<file path="config.mk">
export PLATFORM = sky130hd
export DESIGN_NAME = pattern_scan_ctrl
export DESIGN_NICKNAME = d
export VERILOG_FILES = /design/src/rtl/pattern_scan_ctrl.sv
export SDC_FILE = /design/constraint.sdc
export NUM_CORES = 1
export LEC_CHECK = 0
export CELL_PAD_IN_SITES_DETAIL_PLACEMENT = 1
export CELL_PAD_IN_SITES_GLOBAL_PLACEMENT = 1
export CORE_ASPECT_RATIO = 1.75
export CORE_UTILIZATION = 40
export DETAILED_ROUTE_END_ITERATION = 8
export GPL_TIMING_DRIVEN = 0
export HOLD_SLACK_MARGIN = 0.08
export PLACE_DENSITY = 0.85
export SYNTH_ARGS = -nofsm -noshare
export SYNTH_HDL_FRONTEND = slang
export SYNTH_SLANG_ARGS = --single-unit
</file>
<file path="constraint.sdc">
create_clock -name clk -period 4.6 [get_ports clk]
set_clock_uncertainty 0.05 [all_clocks]
set_input_delay 0.46 -clock clk [delete_from_list [all_inputs] [get_ports clk]]
set_output_delay 0.46 -clock clk [all_outputs]
set_load 0.005 [all_outputs]
</file>
<file path="src/rtl/pattern_scan_ctrl.sv">
// Serial 4-bit pattern scanner with IDLE/SCAN/DONE control, optional overlap,
// and a saturating match counter with an optional auto-stop limit.
module pattern_scan_ctrl #(
  parameter int unsigned CNT_W = 8
) (
  input  logic             clk,
  input  logic             rst,
  input  logic             cfg_we,
  input  logic [3:0]       cfg_pattern,
  input  logic             cfg_overlap,
  input  logic [CNT_W-1:0] cfg_limit,
  input  logic             start,
  input  logic             abort,
  input  logic             x_valid,
  input  logic             x,
  output logic             z,
  output logic [CNT_W-1:0] match_cnt,
  output logic             busy,
  output logic             done
);

  localparam int unsigned PAT_W = 4;
  localparam int unsigned WIN_W = PAT_W - 1;
  localparam int unsigned FIL_W = 2;

  typedef enum logic [1:0] {
    IDLE = 2'd0,
    SCAN = 2'd1,
    DONE = 2'd2
  } state_t;

  state_t             r_state;
  logic [PAT_W-1:0]   r_pat;
  logic               r_ovl;
  logic [CNT_W-1:0]   r_lim;
  logic [WIN_W-1:0]   r_w;
  logic [FIL_W-1:0]   r_f;
  logic [CNT_W-1:0]   r_cnt;
  logic               r_busy;
  logic               r_done;

  logic               w_acc;
  logic               w_z;
  logic [CNT_W:0]     w_cnt_inc;
  logic               w_hit_lim;

  // A bit is consumed only while scanning and not being aborted.
  assign w_acc     = (r_state == SCAN) && x_valid && !abort;
  assign w_z       = w_acc && (r_f == FIL_W'(3)) && ({r_w, x} == r_pat);
  assign w_cnt_inc = {1'b0, r_cnt} + (CNT_W + 1)'(1);
  assign w_hit_lim = (r_lim != '0) && (w_cnt_inc == {1'b0, r_lim});

  assign z         = w_z;
  assign match_cnt = r_cnt;
  assign busy      = r_busy;
  assign done      = r_done;

  always_ff @(posedge clk) begin
    if (rst) begin
      r_state <= IDLE;
      r_pat   <= '0;
      r_ovl   <= 1'b0;
      r_lim   <= '0;
      r_w     <= '0;
      r_f     <= '0;
      r_cnt   <= '0;
      r_busy  <= 1'b0;
      r_done  <= 1'b0;
    end else begin
      r_done <= 1'b0;
      case (r_state)
        IDLE: begin
          // Config write wins over a simultaneous start.
          if (cfg_we) begin
            r_pat <= cfg_pattern;
            r_ovl <= cfg_overlap;
            r_lim <= cfg_limit;
          end else if (start) begin
            r_state <= SCAN;
            r_busy  <= 1'b1;
            r_cnt   <= '0;
            r_w     <= '0;
            r_f     <= '0;
          end
        end
        SCAN: begin
          if (abort) begin
            r_state <= IDLE;
            r_busy  <= 1'b0;
          end else if (x_valid) begin
            r_w <= {r_w[WIN_W-2:0], x};
            if (w_z && !r_ovl) begin
              r_f <= '0;
            end else if (r_f != FIL_W'(3)) begin
              r_f <= r_f + FIL_W'(1);
            end
            if (w_z) begin
              if (r_cnt != {CNT_W{1'b1}}) begin
                r_cnt <= w_cnt_inc[CNT_W-1:0];
              end
              if (w_hit_lim) begin
                r_state <= DONE;
                r_busy  <= 1'b0;
                r_done  <= 1'b1;
              end
            end
          end
        end
        DONE: begin
          r_state <= IDLE;
        end
        default: begin
          r_state <= IDLE;
          r_busy  <= 1'b0;
        end
      endcase
    end
  end

endmodule

</file>
Yosys cells after proc, flatten, opt, wreduce, memory -nomap -nowiden
Cells that the tools add are included.
Widths: inputs -> output; s select.
Storage, ports and cells
  register bits: 30
  output and inout bits: 11
  word-level logic and storage cells: 84
Operators by class
  $add $sub $neg: 2
  eq/ne operators: 17
  muxes and demuxes: 34
  bitwise logic cells: 4
  reduce and logical (&&, ||, !) cells: 18
Operator list (count)
  $mux 8: 6
  $mux 2: 12
  $pmux 8 s2: 1
  $mux 3: 4
  $ne 2x2->1 const B: 6
  $reduce_and 6->1: 2
  $reduce_and 5->1: 2
  $add 8x1->9 const B: 1
  $eq 9x8->1: 1
  $ne 3x3->1 const B: 3
  $ne 8x8->1 const B: 1
  $pmux 2 s2: 2
  $reduce_bool 8->1: 1
  $mux 1: 7
  $reduce_and 7->1: 1
  $logic_and 1x1->1: 6
  $pmux 3 s2: 1
  $reduce_or 5->1: 1
  $eq 2x2->1 const B: 2
  $eq 4x4->1: 1
  $not 1->1: 4
  $ne 3x1->1 const B: 1
  $pmux 1 s3: 1
  $add 2x1->2 const B: 1
  6 further kinds: 7

Longest topological paths before layout
  depth after elaboration: 10
  gate-level depth with buffers: 7
  mapped depth without buffers: 6

Worst setup path before layout
No wires, ideal clock.
  path type: reg2reg
  start point: reg r_cnt[0], in the netlist match_cnt[0]
  end point: reg r_done, in the netlist done
  arrival time: 2.188 ns
  data required time: 4.472 ns
  setup slack: 2.285 ns
  cell stages (with the launch flop): 8
  path through: dfxtp_1 > ha_1 > and3_1 > clkbuf_1 > and2_1 > or3_4 > or4_4 > nor3_1
Between the ends
  cells in the longest elaborated chain, start to end: 4
RTL lines
  start, declared: line 38  | logic [CNT_W-1:0] r_cnt;
  start signal, assigned: line 99  | r_cnt <= w_cnt_inc[CNT_W-1:0];
  $add 8x1->9: line 50  | assign w_cnt_inc = {1'b0, r_cnt} + (CNT_W + 1)'(1);
  $eq 9x8->1: line 51  | assign w_hit_lim = (r_lim != '0) && (w_cnt_inc == {1'b0, r_lim});
  $logic_and 1x1->1: line 51
  $mux 1: line 101  | if (w_hit_lim) begin
  end signal, assigned: line 68  | r_done <= 1'b0;
  end signal, assigned: line 70  | r_done <= 1'b0;
  end signal, assigned: line 104  | r_done <= 1'b1;
  end, declared: line 40  | logic r_done;
Every way passes these cells.
A chain may end at the register's enable or synchronous reset.

Worst setup path in the final report
  start point: in abort
  end point: out z
Between the ends
  cells in the longest elaborated chain, start to end: 4
RTL lines
  start, declared: line 13  | input logic abort,
  $logic_not 1->1: line 48  | assign w_acc = (r_state == SCAN) && x_valid && !abort;
  $logic_and 1x1->1: line 48
  $logic_and 1x1->1 (2 in a row): line 49  | assign w_z = w_acc && (r_f == FIL_W'(3)) && ({r_w, x} == r_pat);
  end, declared: line 16  | output logic z,
Every way passes these cells.

==> results.cfg <==
[final_layout]
layout-drive-gt1-share_pct = 6.25
layout.cells.non_filler = 288
layout_commonest_cell = nand2_1
diodes = 0
syn2layout_area_growth_pct = 27.2
final_cell_mix = 34 x nand2_1, 30 x dfxtp_1, 29 x clkdlybuf4s50_1, 25 x a21oi_1
nets = 261

[floorplanning]
die_area_um2 = 4330
initial_core_util_pct = 42.0
ios = 31
fp.dieW_um = 50.2
core_um2 = 3870
fp-row-count = 30
dieHeight_um = 86.3

[sta]
setup_tns_ps = 0
worstMarginPinSlew_ps = 821
final-setup-viol-count = 0
fmax_ghz = 0.358
worst_slack_ps = 1810
rsz0062_at_grt = false
fin_crit_ps = 2790
period_share_pct = 60.7
hold_viol = 0
slew_viol_final = 0
whs_ps = 416
max_slew_margin_pct = 45.3

[cts]
post_cts_buffers = 0
ctsHoldBuffers = 0
cts.repair.resized = 0
htreeDepth = 2
numCtsBuffers = 5
cts_sinks = 30
cts_root_buf = clkbuf_8
clk_path_buf_depth = 2
cts.clk_slew.worst_paths_ps = 60
clkLatencyLatePin_ps = 280
cts_tree = yes

[pwr]
p_seq_share_pct = 48.9
p_int_uw = 423
p_switching_uw = 143
swShare_pct = 25.3
pwr-share-comb_pct = 12.5
vdd_drop_max_v = 0.000184
p_clk_share_pct = 38.6
power.density_nw_per_um2 = 274
finalPower_uw = 566
leakagePower_uw = 0.000766

[synth]
syn_nets = 225
yosysWarningCount = 0
synth_top_cell_area_share_pct = 37.0
ys_seq_area_share_pct = 37.0
ys.flop_type = dfxtp_1
syn_area_um2 = 1630
ys_types = 42
syn_avg_cell_area_um2 = 8.01
yosysTopAreaCell = dfxtp_1
synthesis.instances = 203
synthTopCellsByArea = dfxtp_1 37%, nand2_1 7.9%, a21oi_1 7.7%
postSynth.asyncResetShare_pct = 0
ys_seq_elements = 30
synth-edff-count = 0

[setup_path]
r2r_cells = 7
critical_path_class = input port to output pin
ff2ff_setup_slack_ps = 2030
worstReg2RegEnd = r_state[1]$_SDFFE_PP0P_
critPathLaunch = abort
arrival_ps = 2280
endpoint = z
cp-end-kind = output pin
cp.required_ps = 4090
cp-start-kind = input port
reg2reg_from = match_cnt[0]$_SDFFE_PP0P_
crit_path_max_fanout = 4

[route]
routed_wl_mm = 4.48
drt_iter0_drc = 15
avgRoutedWirePerCell_um = 15.6
vias_per_cell = 5.64
drtAntennaViolNets = 0
firstDrtPassIters = 4
vias = 1624
drc_errors = 0

[placement]
port_buffers = 29
dp_hpwl_mm = 3.41
dp_slack_ps = 1740
gp_congestion = 0.840
dp_cells = 280

[job]
cap_viol_max_count = 0

[global_routing]
grt_usage_pct = 23.1
grt_pass1_wl_mm = 7.42
grt_pass1_vias = 1558
antenna_found_initial = 0
grt.overflow.total = 0
grt_max_degree = 11

[worst_hold_path]
worstHoldPathType = flop to flop

[outcome]
outcome = complete, no violations
## final cells by class
cell class              count  area [um^2]
multi-input cells         158          961
well taps                  48         60.1
repair buffers             29          290
clock inverters             1         5.00
flip-flops and latches     30          601
fillers                   496         1800
plain buffers              12         52.6
inverters                   3         11.3
clock buffers               7         86.3
## how the worst min path moves through the flow
stage | startpoint | endpoint | slack [ps] | cells past startpoint
after detailed placement | r_ovl$_SDFFE_PP0P_ | r_ovl$_SDFFE_PP0P_ | 410 | 2
after floorplan | r_ovl$_SDFFE_PP0P_ | r_ovl$_SDFFE_PP0P_ | 390 | 2
after global routing | r_pat[3]$_SDFFE_PP0P_ | r_pat[3]$_SDFFE_PP0P_ | 450 | 2
after global placement | r_f[1]$_SDFFE_PP0P_ | r_f[1]$_SDFFE_PP0P_ | 400 | 2
after CTS | r_ovl$_SDFFE_PP0P_ | r_ovl$_SDFFE_PP0P_ | 420 | 2
final | r_ovl$_SDFFE_PP0P_ | r_ovl$_SDFFE_PP0P_ | 420 | 2
## kinds of logic after synthesis
kind of cell	Yosys count	synth area share [%]
AO/OA/AOI/OAI	52	19.8
XOR/XNOR	13	7.01
adder cells (fa/ha/maj)	2	1.54
buffers and inverters	15	3.93
flip-flops	30	37.0
multiplexers	1	0.616
AND/OR/NAND/NOR	90	30.2
## critical path, cell delays in order
cell and delay (ps):
clkdlybuf4s50_1 430, nand2b_1 180, or3_1 420, nor2_1 240, clkdlybuf4s50_1 540
## power by group through the flow
stage | clock, uW | sequential [uW] | combinational (uW)
global placement | 0 | 282 | 69.3
finish | 218 | 277 | 70.8
floorplan | 0 | 280 | 41.7
CTS | 224 | 277 | 71.8
detailed placement | 0 | 283 | 71.2
global route | 238 | 278 | 78.9
## per-layer routing
| metal | global-route usage, % | vias up | routed length [um] |
|---|---|---|---|
| met2 | 42.1 | 25 | 2410 |
| met1 | 24.6 | 777 | 1820 |
| met4 | 11.4 | 0 | 149 |
| li1 | - | 808 | - |
| met3 | 4.04 | 14 | 98 |
| met5 | 0 | - | 0 |
## synth_stat cells, drive strengths merged, types with 2 or more instances
| library cell | instances |
|---|---|
| or3 | 4 |
| nand3b | 3 |
| nor4 | 9 |
| clkbuf | 10 |
| xor2 | 8 |
| buf | 2 |
| nor2 | 8 |
| a21o | 3 |
| and3 | 3 |
| nor3 | 6 |
| and4 | 3 |
| a21oi | 25 |
| a311oi | 4 |
| inv | 3 |
| o21ai | 5 |
| nand2 | 34 |
| a31oi | 4 |
| a211oi | 4 |
| xnor2 | 5 |
| dfxtp | 30 |
| and2 | 2 |
| nand3 | 11 |
| ha | 2 |
## stage by stage
step | cell area, um^2 | util (%)
4_1_cts | 2070 | 53.5
3_3_place_gp | 1980 | 51.1
6_report | 2070 | 53.5
3_5_place_dp | 1980 | 51.1
5_1_grt | 2070 | 53.5
2_1_floorplan | 1630 | -
## sequential cells by signal, summed over array words and instances (netlist names)
register   count
r_pat          4
busy           1
r_w            3
r_lim          8
r_state        2
r_f            2
match_cnt      8
r_ovl          1
done           1
No activity file was read; power rests on OpenSTA's default activity.
